$ cat config.mk
export PLATFORM = sky130hd
export DESIGN_NAME = uart_byte_receiver
export DESIGN_NICKNAME = d
export VERILOG_FILES = /design/src/rtl/uart_byte_receiver.sv
export SDC_FILE = /design/constraint.sdc
export NUM_CORES = 1
export LEC_CHECK = 0
export CORE_AREA = 2 2 63 65
export CTS_CLUSTER_SIZE = 10
export DETAILED_ROUTE_END_ITERATION = 12
export DIE_AREA = 0 0 65 67
export PLACE_DENSITY = 0.74
export SLEW_MARGIN = 5
export SYNTH_ARGS = -nofsm -noshare
export SYNTH_HDL_FRONTEND = slang
export SYNTH_SLANG_ARGS = --single-unit
$ cat constraint.sdc
create_clock -name clk_12MHz -period 6 [get_ports clk_12MHz]
set_clock_uncertainty 0.05 [all_clocks]
set_input_delay 1.8 -clock clk_12MHz [delete_from_list [all_inputs] [get_ports clk_12MHz]]
set_output_delay 1.8 -clock clk_12MHz [all_outputs]
set_load 0.01 [all_outputs]
$ cat src/rtl/uart_byte_receiver.sv
// 8N1 LSB-first UART receiver: 2-flop synchronizer, mid-bit sampling, glitch-rejecting
// start validation, level-style drdy, framing-error reporting and break hold-off.
module uart_byte_receiver #(
    parameter int unsigned BAUD_DIV = 2083
) (
    input  logic       clk_12MHz,
    input  logic       reset_n,
    input  logic       rx,
    output logic [7:0] data,
    output logic       drdy,
    output logic       frame_err,
    output logic       busy
);
    localparam logic [15:0] HALF_RELOAD = 16'(BAUD_DIV / 2 - 1);
    localparam logic [15:0] FULL_RELOAD = 16'(BAUD_DIV - 1);

    typedef enum logic [2:0] {
        S_IDLE,
        S_START,
        S_DATA,
        S_STOP,
        S_BREAK
    } state_e;

    state_e      state_q, state_d;
    logic        rx_meta_q, rx_s_q;
    logic [15:0] cnt_q, cnt_d;
    logic [2:0]  bitidx_q, bitidx_d;
    logic [7:0]  shreg_q, shreg_d;
    logic [7:0]  data_q, data_d;
    logic        drdy_q, drdy_d;
    logic        ferr_q, ferr_d;
    logic        tick;

    always_ff @(posedge clk_12MHz or negedge reset_n) begin
        if (!reset_n) begin
            rx_meta_q <= 1'b1;
            rx_s_q    <= 1'b1;
            state_q   <= S_IDLE;
            cnt_q     <= '0;
            bitidx_q  <= '0;
            shreg_q   <= '0;
            data_q    <= '0;
            drdy_q    <= 1'b0;
            ferr_q    <= 1'b0;
        end else begin
            rx_meta_q <= rx;
            rx_s_q    <= rx_meta_q;
            state_q   <= state_d;
            cnt_q     <= cnt_d;
            bitidx_q  <= bitidx_d;
            shreg_q   <= shreg_d;
            data_q    <= data_d;
            drdy_q    <= drdy_d;
            ferr_q    <= ferr_d;
        end
    end

    assign tick = (cnt_q == 16'd0);

    always_comb begin
        state_d  = state_q;
        cnt_d    = cnt_q;
        bitidx_d = bitidx_q;
        shreg_d  = shreg_q;
        data_d   = data_q;
        drdy_d   = drdy_q;
        ferr_d   = ferr_q;
        // The counter only runs while a frame is being timed; IDLE and BREAK hold it.
        if (state_q != S_IDLE && state_q != S_BREAK)
            cnt_d = tick ? FULL_RELOAD : cnt_q - 16'd1;
        case (state_q)
            S_IDLE: begin
                if (!rx_s_q) begin
                    state_d = S_START;
                    cnt_d   = HALF_RELOAD;
                end
            end
            S_START: begin
                if (tick) begin
                    if (!rx_s_q) begin
                        drdy_d   = 1'b0;
                        bitidx_d = '0;
                        state_d  = S_DATA;
                    end else begin
                        state_d  = S_IDLE;
                    end
                end
            end
            S_DATA: begin
                if (tick) begin
                    shreg_d[bitidx_q] = rx_s_q;
                    bitidx_d          = bitidx_q + 3'd1;
                    if (bitidx_q == 3'd7) state_d = S_STOP;
                end
            end
            S_STOP: begin
                if (tick) begin
                    if (rx_s_q) begin
                        data_d  = shreg_q;
                        drdy_d  = 1'b1;
                        ferr_d  = 1'b0;
                        state_d = S_IDLE;
                    end else begin
                        ferr_d  = 1'b1;
                        state_d = S_BREAK;
                    end
                end
            end
            S_BREAK: begin
                if (rx_s_q) state_d = S_IDLE;
            end
            default: state_d = S_IDLE;
        endcase
    end

    assign data      = data_q;
    assign drdy      = drdy_q;
    assign frame_err = ferr_q;
    assign busy      = (state_q != S_IDLE);

endmodule
==> results.yml <==
placed_design:
  gp_congestion: 0.8119
  postPlaceCellArea_sq_um: 2127
  post_detailed_placement_half_perimeter_wirelength_um: 2638
  place.port_buffers: 13
synth:
  netlist_area_pre_place_sq_um: 1977
  synth.ff_latch_count: 42
  synth_flop_cell: "sky130_fd_sc_hd__dfrtp_1"
  cells_after_synth: 181
  synth-async-reset-ratio_pct: 100.0
  yosysUniqueCellTypes: 41
  synth-edff-count: 0
  syn_avg_cell_area_sq_um: 10.92
  ys_seq_area_share_pct: 53.29
  syn_nets: 187
  synth_warnings: 0
timing:
  maxSlewViolCount: 0
  timing.final.crit_share_pct: 61.58
  maxClockFrequency_ghz: 0.2706
  fin_tns_setup_ns: 0
  timing.final.crit_period_ns: 3.695
  worstMarginPinSlew_ns: 0.9125
  final_hold_violation_count: 0
  setup_viol: 0
  rsz0062_at_grt: "false"
  max-slew-margin-rel_pct: 39.17
clocking:
  cts-buffers-inserted: 5
  cts_tree: "done"
  worst_skew_late_latency_ns: 0.30
  post_cts_resize_count: 0
  clock_tree.htree_level_count: 2
  clk_buf_depth: 2
  cts_root_buf: "sky130_fd_sc_hd__clkbuf_8"
  cts_sinks: 42
  clk_pin_slew_worst_paths_ns: 0.08
  post_cts_buffers: 0
  postCtsHoldBufs: 0
die:
  core.rowCount: 22
  initial_standard_cell_utilization_of_the_core_pct: 54.82
  die_h_um: 67
  floorplan.die_area_sq_um: 4355
  die_width_um: 65
  boundaryPins: 14
  floorplan_core_area_sq_um: 3606
cells_and_area:
  final_design_area_no_fill_sq_um: 2222
  layout-drive-gt1-share_pct: 16.49
  nets: 199
  area_delta_synth_final_pct: 12.41
  antenna_cells_inserted: 0
  final_core_util_pct: 61.62
  area.sequential_sq_um: 1054
  fill_cells: 302
  multiInputGateArea_sq_um: 873.3
hold_path:
  hold_path_class: "flip-flop to flip-flop"
  hold_path_depth: 0
  timing.hold.worst_endpoint: "rx_s_q"
  hp-start: "rx_meta_q"
detailed_routing:
  drt_pass1_iterations: 4
  avgViaCountPerCell: 5.698
  dr_total_vias: 1379
  wl_um: 3719
  starting_drt_drc_count: 59
  drt.antenna.violating_nets: 0
  detail_route.drc_violations: 0
  detailed_route_wire_length_per_cell_um: 15.37
worst_setup_path:
  critPathSlowestCell: "sky130_fd_sc_hd__dfrtp_1"
  worstReg2RegEnd: "data[2]"
  cp_slowest_stage_delay_ns: 0.55
  required_time_reported_for_the_critical_path_endpoint_ns: 4.15
  start_kind: "flip-flop"
  r2r_start: "cnt_q[5]"
  worst-r2r-setup-slack_ns: 3.37
  highest_net_fanout_along_the_worst_path: 17
  timing.critical_path.to_type: "output pin"
  path_cells: "nor2_1 -> nand2_1 -> clkdlybuf4s50_1"
  timing_worst_setup_path_type: "flip-flop to output pin"
  worst_ep_arrival_ns: 1.84
  reg2reg_depth: 4
outcome:
  result_of_the_run: "complete, no violations"
power:
  total_leakage_power_uw: 0.0009868
  power_switching_share_pct: 21.81
  seq_power_share_pct: 59.1
  power.density_nw_per_um2: 217.5
  netSwitchingPower_uw: 105.4
  clock_power_share_pct: 39.5
  vdd_drop_max_uv: 147.2
  internal_power_uw: 377.9
  pwr-share-comb_pct: 1.5
global_routing:
  overflow: 0
  vias_in_the_first_global_route: 1471
  grt.total_usage_pct: 19.94
  largest_net_degree_at_the_start_of_global_routing: 43
  grt_pass1_wl_um: 6506
  number_of_antenna_violations_at_the_first_check_in_global_routing: 0
job:
  maxCapViolCount: 0
synthesized netlist by cell type (all sizes together), types with 2 or more instances:
master / n / share of area (%)
a21oi: 6 / 1.7
a22o: 2 / 0.89
and3: 5 / 1.6
buf: 4 / 1.0
clkbuf: 4 / 0.76
dfrtp: 40 / 51
dfstp: 2 / 2.7
ha: 3 / 1.9
inv: 4 / 0.76
mux2: 17 / 9.7
nand2: 15 / 2.8
nand2b: 2 / 0.63
nand3: 6 / 1.5
nand4: 2 / 0.63
nor2: 18 / 3.4
nor3: 9 / 2.8
nor4: 7 / 2.2
o21ai: 5 / 1.3
or3: 2 / 0.89
or4: 2 / 0.95
xnor2: 10 / 4.4
xor2: 3 / 1.3
state kept, by name, indices dropped and copies added (netlist names):
signal and cells:
cnt_q 16, state_q 3, bitidx_q 3, rx_s_q 1, rx_meta_q 1, frame_err 1
data 8, drdy 1, shreg_q 8
logic make-up after synthesis:
| kind of cell | share of synthesized area, % |
|---|---|
| XOR/XNOR | 5.760 |
| AND/OR/NAND/NOR | 19.94 |
| buffers and inverters | 2.531 |
| AO/OA/AOI/OAI | 6.393 |
| adder cells (fa/ha/maj) | 1.899 |
| multiplexers | 10.19 |
| flip-flops | 53.29 |
worst max path at each step:
stage / start / to / slack (ns)
final: state_q[1] / busy / 2.31
after global routing: state_q[1] / busy / 2.20
after CTS: state_q[1] / busy / 2.31
after detailed placement: state_q[1] / busy / 2.65
after global placement: state_q[1] / busy / 2.73
after floorplan: state_q[0] / busy / 3.20
power groups by stage:
stage               combinational [uW]  clock [uW]  sequential, uW
floorplan                         1.55           0             290
detailed placement                7.58           0             291
global placement                  7.08           0             291
global route                      8.44         204             286
finish                            7.04         191             286
CTS                               7.52         193             286
worst max-delay path, delay by kind of cell, from the launching register on:
kind / cells / cell delay, ns
buffers and inverters: 1 / 0.49
flip-flops: 1 / 0.55
AND/OR/NAND/NOR: 2 / 0.51
per-layer routing:
metal / routed length [um] / GRT usage [%] / vias up / share of wire (%)
li1: - / - / 663 / -
met1: 1609 / 21.50 / 687 / 43
met2: 1933 / 37.63 / 21 / 52
met3: 98 / 3.716 / 8 / 2.6
met4: 78 / 9.043 / 0 / 2.1
met5: 0 / 0 / - / 0
metrics by stage:
stage                     power [uW]  std cells  hold slack (ns)  worst slack (ns)
after floorplan                291.7        181           0.2952             3.202
after CTS                      486.3        242           0.3174             2.313
final                          483.4        242           0.3149             2.305
after global placement         298.2        234           0.3000             2.728
after detailed placement       298.8        234           0.3025             2.645
after global routing           498.2        242           0.3198             2.200
area by class of cell:
class	count	share of cell area, %
multi-input combinational	127	39.30
timing repair buffer	13	5.631
clock buffer	6	3.716
inverter	4	0.6757
clock inverter	2	0.5631
sequential	42	47.41
tap	48	2.703
cell usage in the layout, fill, tap and decap left out, types with 2 or more instances in the layout:
| cell | count |
|---|---|
| sky130_fd_sc_hd__and3_1 | 5 |
| sky130_fd_sc_hd__nand4_1 | 2 |
| sky130_fd_sc_hd__nand2b_1 | 2 |
| sky130_fd_sc_hd__dfstp_2 | 2 |
| sky130_fd_sc_hd__mux2_2 | 16 |
| sky130_fd_sc_hd__ha_1 | 3 |
| sky130_fd_sc_hd__a22o_1 | 2 |
| sky130_fd_sc_hd__o21ai_0 | 4 |
| sky130_fd_sc_hd__clkbuf_8 | 6 |
| sky130_fd_sc_hd__nor2_1 | 18 |
| sky130_fd_sc_hd__clkdlybuf4s50_1 | 12 |
| sky130_fd_sc_hd__xor2_1 | 3 |
| sky130_fd_sc_hd__a21oi_1 | 5 |
| sky130_fd_sc_hd__nor4_1 | 7 |
| sky130_fd_sc_hd__dfrtp_1 | 40 |
| sky130_fd_sc_hd__nor3_1 | 8 |
| sky130_fd_sc_hd__xnor2_1 | 10 |
| sky130_fd_sc_hd__nand2_1 | 15 |
| sky130_fd_sc_hd__inv_1 | 4 |
| sky130_fd_sc_hd__nand3_1 | 6 |
Power figures use the tool's default switching activity.
==> RTL edit 1: new RTL, same settings <==
`shreg_q` and `data_q` no longer have a reset.
--- a/src/rtl/uart_byte_receiver.sv
+++ b/src/rtl/uart_byte_receiver.sv
@@ -39,8 +39,6 @@
             state_q   <= S_IDLE;
             cnt_q     <= '0;
             bitidx_q  <= '0;
-            shreg_q   <= '0;
-            data_q    <= '0;
             drdy_q    <= 1'b0;
             ferr_q    <= 1'b0;
         end else begin
@@ -49,11 +47,14 @@
             state_q   <= state_d;
             cnt_q     <= cnt_d;
             bitidx_q  <= bitidx_d;
-            shreg_q   <= shreg_d;
-            data_q    <= data_d;
             drdy_q    <= drdy_d;
             ferr_q    <= ferr_d;
         end
+    end
+
+    always_ff @(posedge clk_12MHz) begin
+        shreg_q <= shreg_d;
+        data_q  <= data_d;
     end
 
     assign tick = (cnt_q == 16'd0);
Function: same outputs for any inputs over 10 cycles, from zero or initial values and one cycle with reset_n low; that may be too few to reach the edited logic, so the function may still have changed.
==> RTL edit 1 against the original RTL <==
  * Count of clock-buffer cells in the layout is 1 lower
  * Synthesized area is 4.3% lower
  * Sequential cell count did not move
  * Design area decreased by 2.1%
  * Total power is 7.5% higher
  * Largest cell class unchanged
  * Utilization is 1.3 points lower
  * Setup slack better by 170 ps
  * Routed wire length decreased by 7.7%
  * Largest power group unchanged
  * Combinational power shrank 18%
==> RTL edit 1: results (changes against the original RTL) <==
| Metric | Value |
|---|---|
| Largest net degree at the start of global routing | `27 (-37%)` |
| Inst Count DP | `224 (-4.3%)` |
| Synth Area per Inst | `11.4 µm² (+4.3%)` |
| Reg2reg setup slack | `3220 ps (-150 ps)` |
| Async S/R FF share, synth | `61.9% (-38 points)` |
| Unique masters post-synth | `42 (+2.4%)` |
| Outcome | `complete, no violations` |
| Area share of fa/ha/maj cells after synthesis | `1.98% (+0.085 points)` |
| CP arrival | `1680 ps (-160 ps)` |
| Dpl cell area | `2070 µm² (-2.9%)` |
| Synth cell count leaders | `dfrtp_1, nor2_1, edfxtp_1` |
| Largest fanout on the critical path | `11 (-6)` |
| First-pass GRT wire length | `6240 µm (-4.0%)` |
| Int Power | `422 µW (+12%)` |
| DR iter-0 viols | `98 (+66%)` |
| EDFF count, synth | `16 (+16)` |
| Synthesized Nets | `172 (-8.0%)` |
| Mux contribution to synthesized area | `2.18% (-8.0 points)` |
| Vias in the first global route | `1349 (-8.3%)` |
| Routed len/inst | `14.8 µm (-3.7%)` |
| Nets | `189 (-5.0%)` |
| Maximum VDD drop | `0.149 mV (+1.3%)` |
| Top post-synthesis cells by area | `dfrtp_1, edfxtp_1, nor2_1` |
| P_leak | `0.000822 µW (-17%)` |
| Vias per inst | `5.82 (+2.1%)` |
| Least-Margin Pin Slew | `1110 ps (+193 ps)` |
| Fin worst setup slack | `2470 ps (+168 ps)` |
| Gp weighted congestion | `0.937 (+15%)` |
| Vias | `1350 (-2.1%)` |
| Total GRT Usage | `19.0% (-0.92 points)` |
| Synth Area in Compound Gates | `8.93% (+2.5 points)` |
| Pre-CTS WS | `2750 ps (+100 ps)` |
| Sequential area share after synthesis | `59.9% (+6.6 points)` |
| Clock Latency Late Sink | `280 ps (-20 ps)` |
| DRT Pass-1 Iters | `4 (unchanged)` |
| Dpl hpwl | `2550 µm (-3.5%)` |
## RTL edit 1: layout make-up
cell class | instances | area, µm²
Clock inverter | 3 | 40.0
Sequential cell | 42 | 1130
Timing Repair Buffer | 13 | 130
Inverter | 4 | 15.0
Multi-Input combinational cell | 117 | 727
Clock buffer | 5 | 68.8
Tap cell | 48 | 60.1
Fill cell | 287 | 1430
## RTL edit 1: through the flow
stage          util (%)  power (µW)
2_1_floorplan         -         306
3_3_place_gp       57.3         311
3_5_place_dp       57.3         312
4_1_cts            60.3         524
5_1_grt            60.3         541
6_report           60.3         520
## RTL edit 1: metal layers
metal  track usage (%)  vias to the layer above  wire length [µm]
li1                  -                      654                 -
met1              24.5                      658              1530
met2              30.3                       30              1670
met3              5.07                        8               138
met4              8.24                        0                93
met5                 0                        -                 0
## RTL edit 1: power by group through the flow
stage | clock network [µW] | logic (µW) | registers (µW)
after global placement | 0 | 5.82 | 305
after floorplan | 0 | 1.07 | 305
final | 214 | 5.74 | 300
after CTS | 218 | 6.12 | 300
after global routing | 234 | 6.81 | 300
after detailed placement | 0 | 6.10 | 306
## RTL edit 1: worst paths after layout
check,from,end
worst max register to register,cnt_q[8],data[4]
max in group asynchronous,reset_n,drdy
min in group asynchronous,reset_n,cnt_q[6]
worst min-delay path,rx_meta_q,rx_s_q
worst min register to register,rx_meta_q,rx_s_q
worst max-delay path,state_q[0],busy
## RTL edit 1: cells by family (layout without fill, tap and decap cells)
logic type                 Yosys count  count (layout)
and+or+nand+nor                     77              77
muxes                                4               4
buffers and inverters                7              25
DFF                                 42              42
AOI/OAI and AO/OA                   26              26
xor gates and xnor gates             7               7
adders and majority gates            3               3
## RTL edit 1: worst max-delay path: stages, from the launching register on
cell	delay [ps]
dfrtp_1	500
or3_1	400
clkdlybuf4s50_1	490
==> RTL edit 2: new RTL, same flow settings <==
Made on the original files. Change the parameter `BAUD_DIV` from 2083 to 1041.
--- a/src/rtl/uart_byte_receiver.sv
+++ b/src/rtl/uart_byte_receiver.sv
@@ -1,7 +1,7 @@
 // 8N1 LSB-first UART receiver: 2-flop synchronizer, mid-bit sampling, glitch-rejecting
 // start validation, level-style drdy, framing-error reporting and break hold-off.
 module uart_byte_receiver #(
-    parameter int unsigned BAUD_DIV = 2083
+    parameter int unsigned BAUD_DIV = 1041
 ) (
     input  logic       clk_12MHz,
     input  logic       reset_n,
Behaviour: same outputs for any inputs over 10 cycles, from zero or initial values and one cycle with reset_n low; that may be too few to reach the edited logic, so the function may still have changed.
==> RTL edit 2 against the original RTL <==
  * Critical path depth shrank 1
  * Sequential power is essentially flat
  * Sequential cell count stayed put
  * Routed wire length grew 15%
  * Total power rose by 5.9%
  * Synthesized area grew 8.4%
  * Hold slack worse by 4.9 ps
  * Global-route usage up 3.4 points
  * Register-to-register slack improved by 300 ps
  * Design area is 7.6% higher
  * Count of clock-buffer cells in the layout stayed put
  * Setup slack better by 41 ps
==> RTL edit 2: results (changes against the original RTL) <==
| Metric | Value |
|---|---|
| Dpl cell area | `2280 µm² (+7.2%)` |
| Slew HR | `40.7% (+1.5 points)` |
| CTS root buf | `clkbuf_8` |
| First-pass GRT wire length | `7530 µm (+16%)` |
| Synthesized Nets | `209 (+12%)` |
| Synth cell count leaders | `dfrtp_1, o21ai_0, nor2_1` |
| Met2 GRT Util | `35.4% (-2.2 points)` |
| DR iter-0 viols | `152 (+160%)` |
| Cell family with most CP delay | `flip-flops` |
| Vias per inst | `6.26 (+9.8%)` |
| Outcome | `complete, no violations` |
| CP arrival | `1800 ps (-40 ps)` |
| Routing usage on met1 | `30.1% (+8.6 points)` |
| Sequential area share after synthesis | `49.2% (-4.1 points)` |
| DRT Pass-1 Iters | `4 (unchanged)` |
| Met3 usage in global routing | `6.59% (+2.9 points)` |
| Vias in the first global route | `1623 (+10%)` |
| Number of cells on the worst hold path | `0 (unchanged)` |
| Max stage delay on crit path | `590 ps (+40 ps)` |
| Top post-synthesis cells by area | `dfrtp_1, mux2_1, mux2_2` |
| Gp weighted congestion | `0.885 (+8.9%)` |
| Initial antenna violation count | `0 (unchanged)` |
| Nets | `220 (+11%)` |
| Maximum VDD drop | `0.134 mV (-9.2%)` |
| Dpl hpwl | `2980 µm (+13%)` |
| Total GRT Usage | `23.3% (+3.4 points)` |
| Sw power | `103 µW (-2.6%)` |
| Drt total wl | `4260 µm (+15%)` |
| Pre-CTS WS | `2680 ps (+34.4 ps)` |
| Layout cell share with drive strength beyond 1 | `12.6% (-3.9 points)` |
| P_leak | `0.000966 µW (-2.1%)` |
| Worst-case clock buffer depth | `2 (unchanged)` |
RTL edit 2: changes by cell type in the layout (fill, tap and decap cells not counted), moves of 4 or more:
| cell | unedited run | this run |
|---|---|---|
| nand2_1 | 15 | 8 |
| mux2_1 | 1 | 9 |
| or3_1 | 1 | 8 |
| nand4_1 | 2 | 12 |
| xnor2_1 | 10 | 3 |
| nor2_1 | 18 | 13 |
| o21ai_0 | 4 | 15 |
| inv_1 | 4 | 8 |
| a21oi_1 | 5 | 10 |
| mux2_2 | 16 | 8 |
RTL edit 2: cell type report:
type                       instances  area, µm²
fill                             271       1210
sequential                        42       1050
multi-input combinational        143       1010
timing repair buffer              13        125
clock buffer                       6       72.6
tap                               48       60.1
clock inverter                     2       37.5
inverter                           8       30.0
RTL edit 2: final timing paths:
kind,from,endpoint,slack [ps]
worst min register to register,rx_meta_q,rx_s_q,310
max in group asynchronous,reset_n,cnt_q[0],3770
worst max-delay path,state_q[0],busy,2350
worst min-delay path,rx_meta_q,rx_s_q,310
worst max register to register,cnt_q[7],shreg_q[6],3670
min in group asynchronous,reset_n,shreg_q[2],1570
RTL edit 2: power by group through the flow:
stage / clock, µW / combinational (µW) / sequential [µW]
2_1_floorplan: 0 / 1.44 / 290
3_3_place_gp: 0 / 7.26 / 291
3_5_place_dp: 0 / 7.49 / 291
4_1_cts: 225 / 7.39 / 286
5_1_grt: 240 / 8.36 / 286
6_report: 219 / 6.95 / 286
RTL edit 2: metal layers:
layer	routed length, µm	share of wire, %
met3	226	5.3
met2	2030	48
met5	0	0
met1	1930	45
met4	69	1.6
RTL edit 2: worst reg2reg max path: cells and delay by family, from the launching register on:
kind / cells / cell delay [ps]
AND/OR/NAND/NOR: 3 / 1350
multiplexers: 1 / 370
flip-flops: 1 / 470
RTL edit 2: logic make-up (layout without fill, tap and decap cells):
kind of cell	count (synthesis)	after routing	share of synthesized area (%)
compound gates	38	38	11.4
xor+xnor	5	5	2.04
fa+ha+maj	4	4	2.34
buf+inv	17	29	3.56
flops	42	42	49.2
mux	18	18	9.40
simple gates	78	78	22.1
RTL edit 2: through the flow:
stage               hold slack [ps]  instances
finish                          310        262
global route                    316        262
CTS                             312        262
detailed placement              297        254
global placement                300        254
floorplan                       295        202
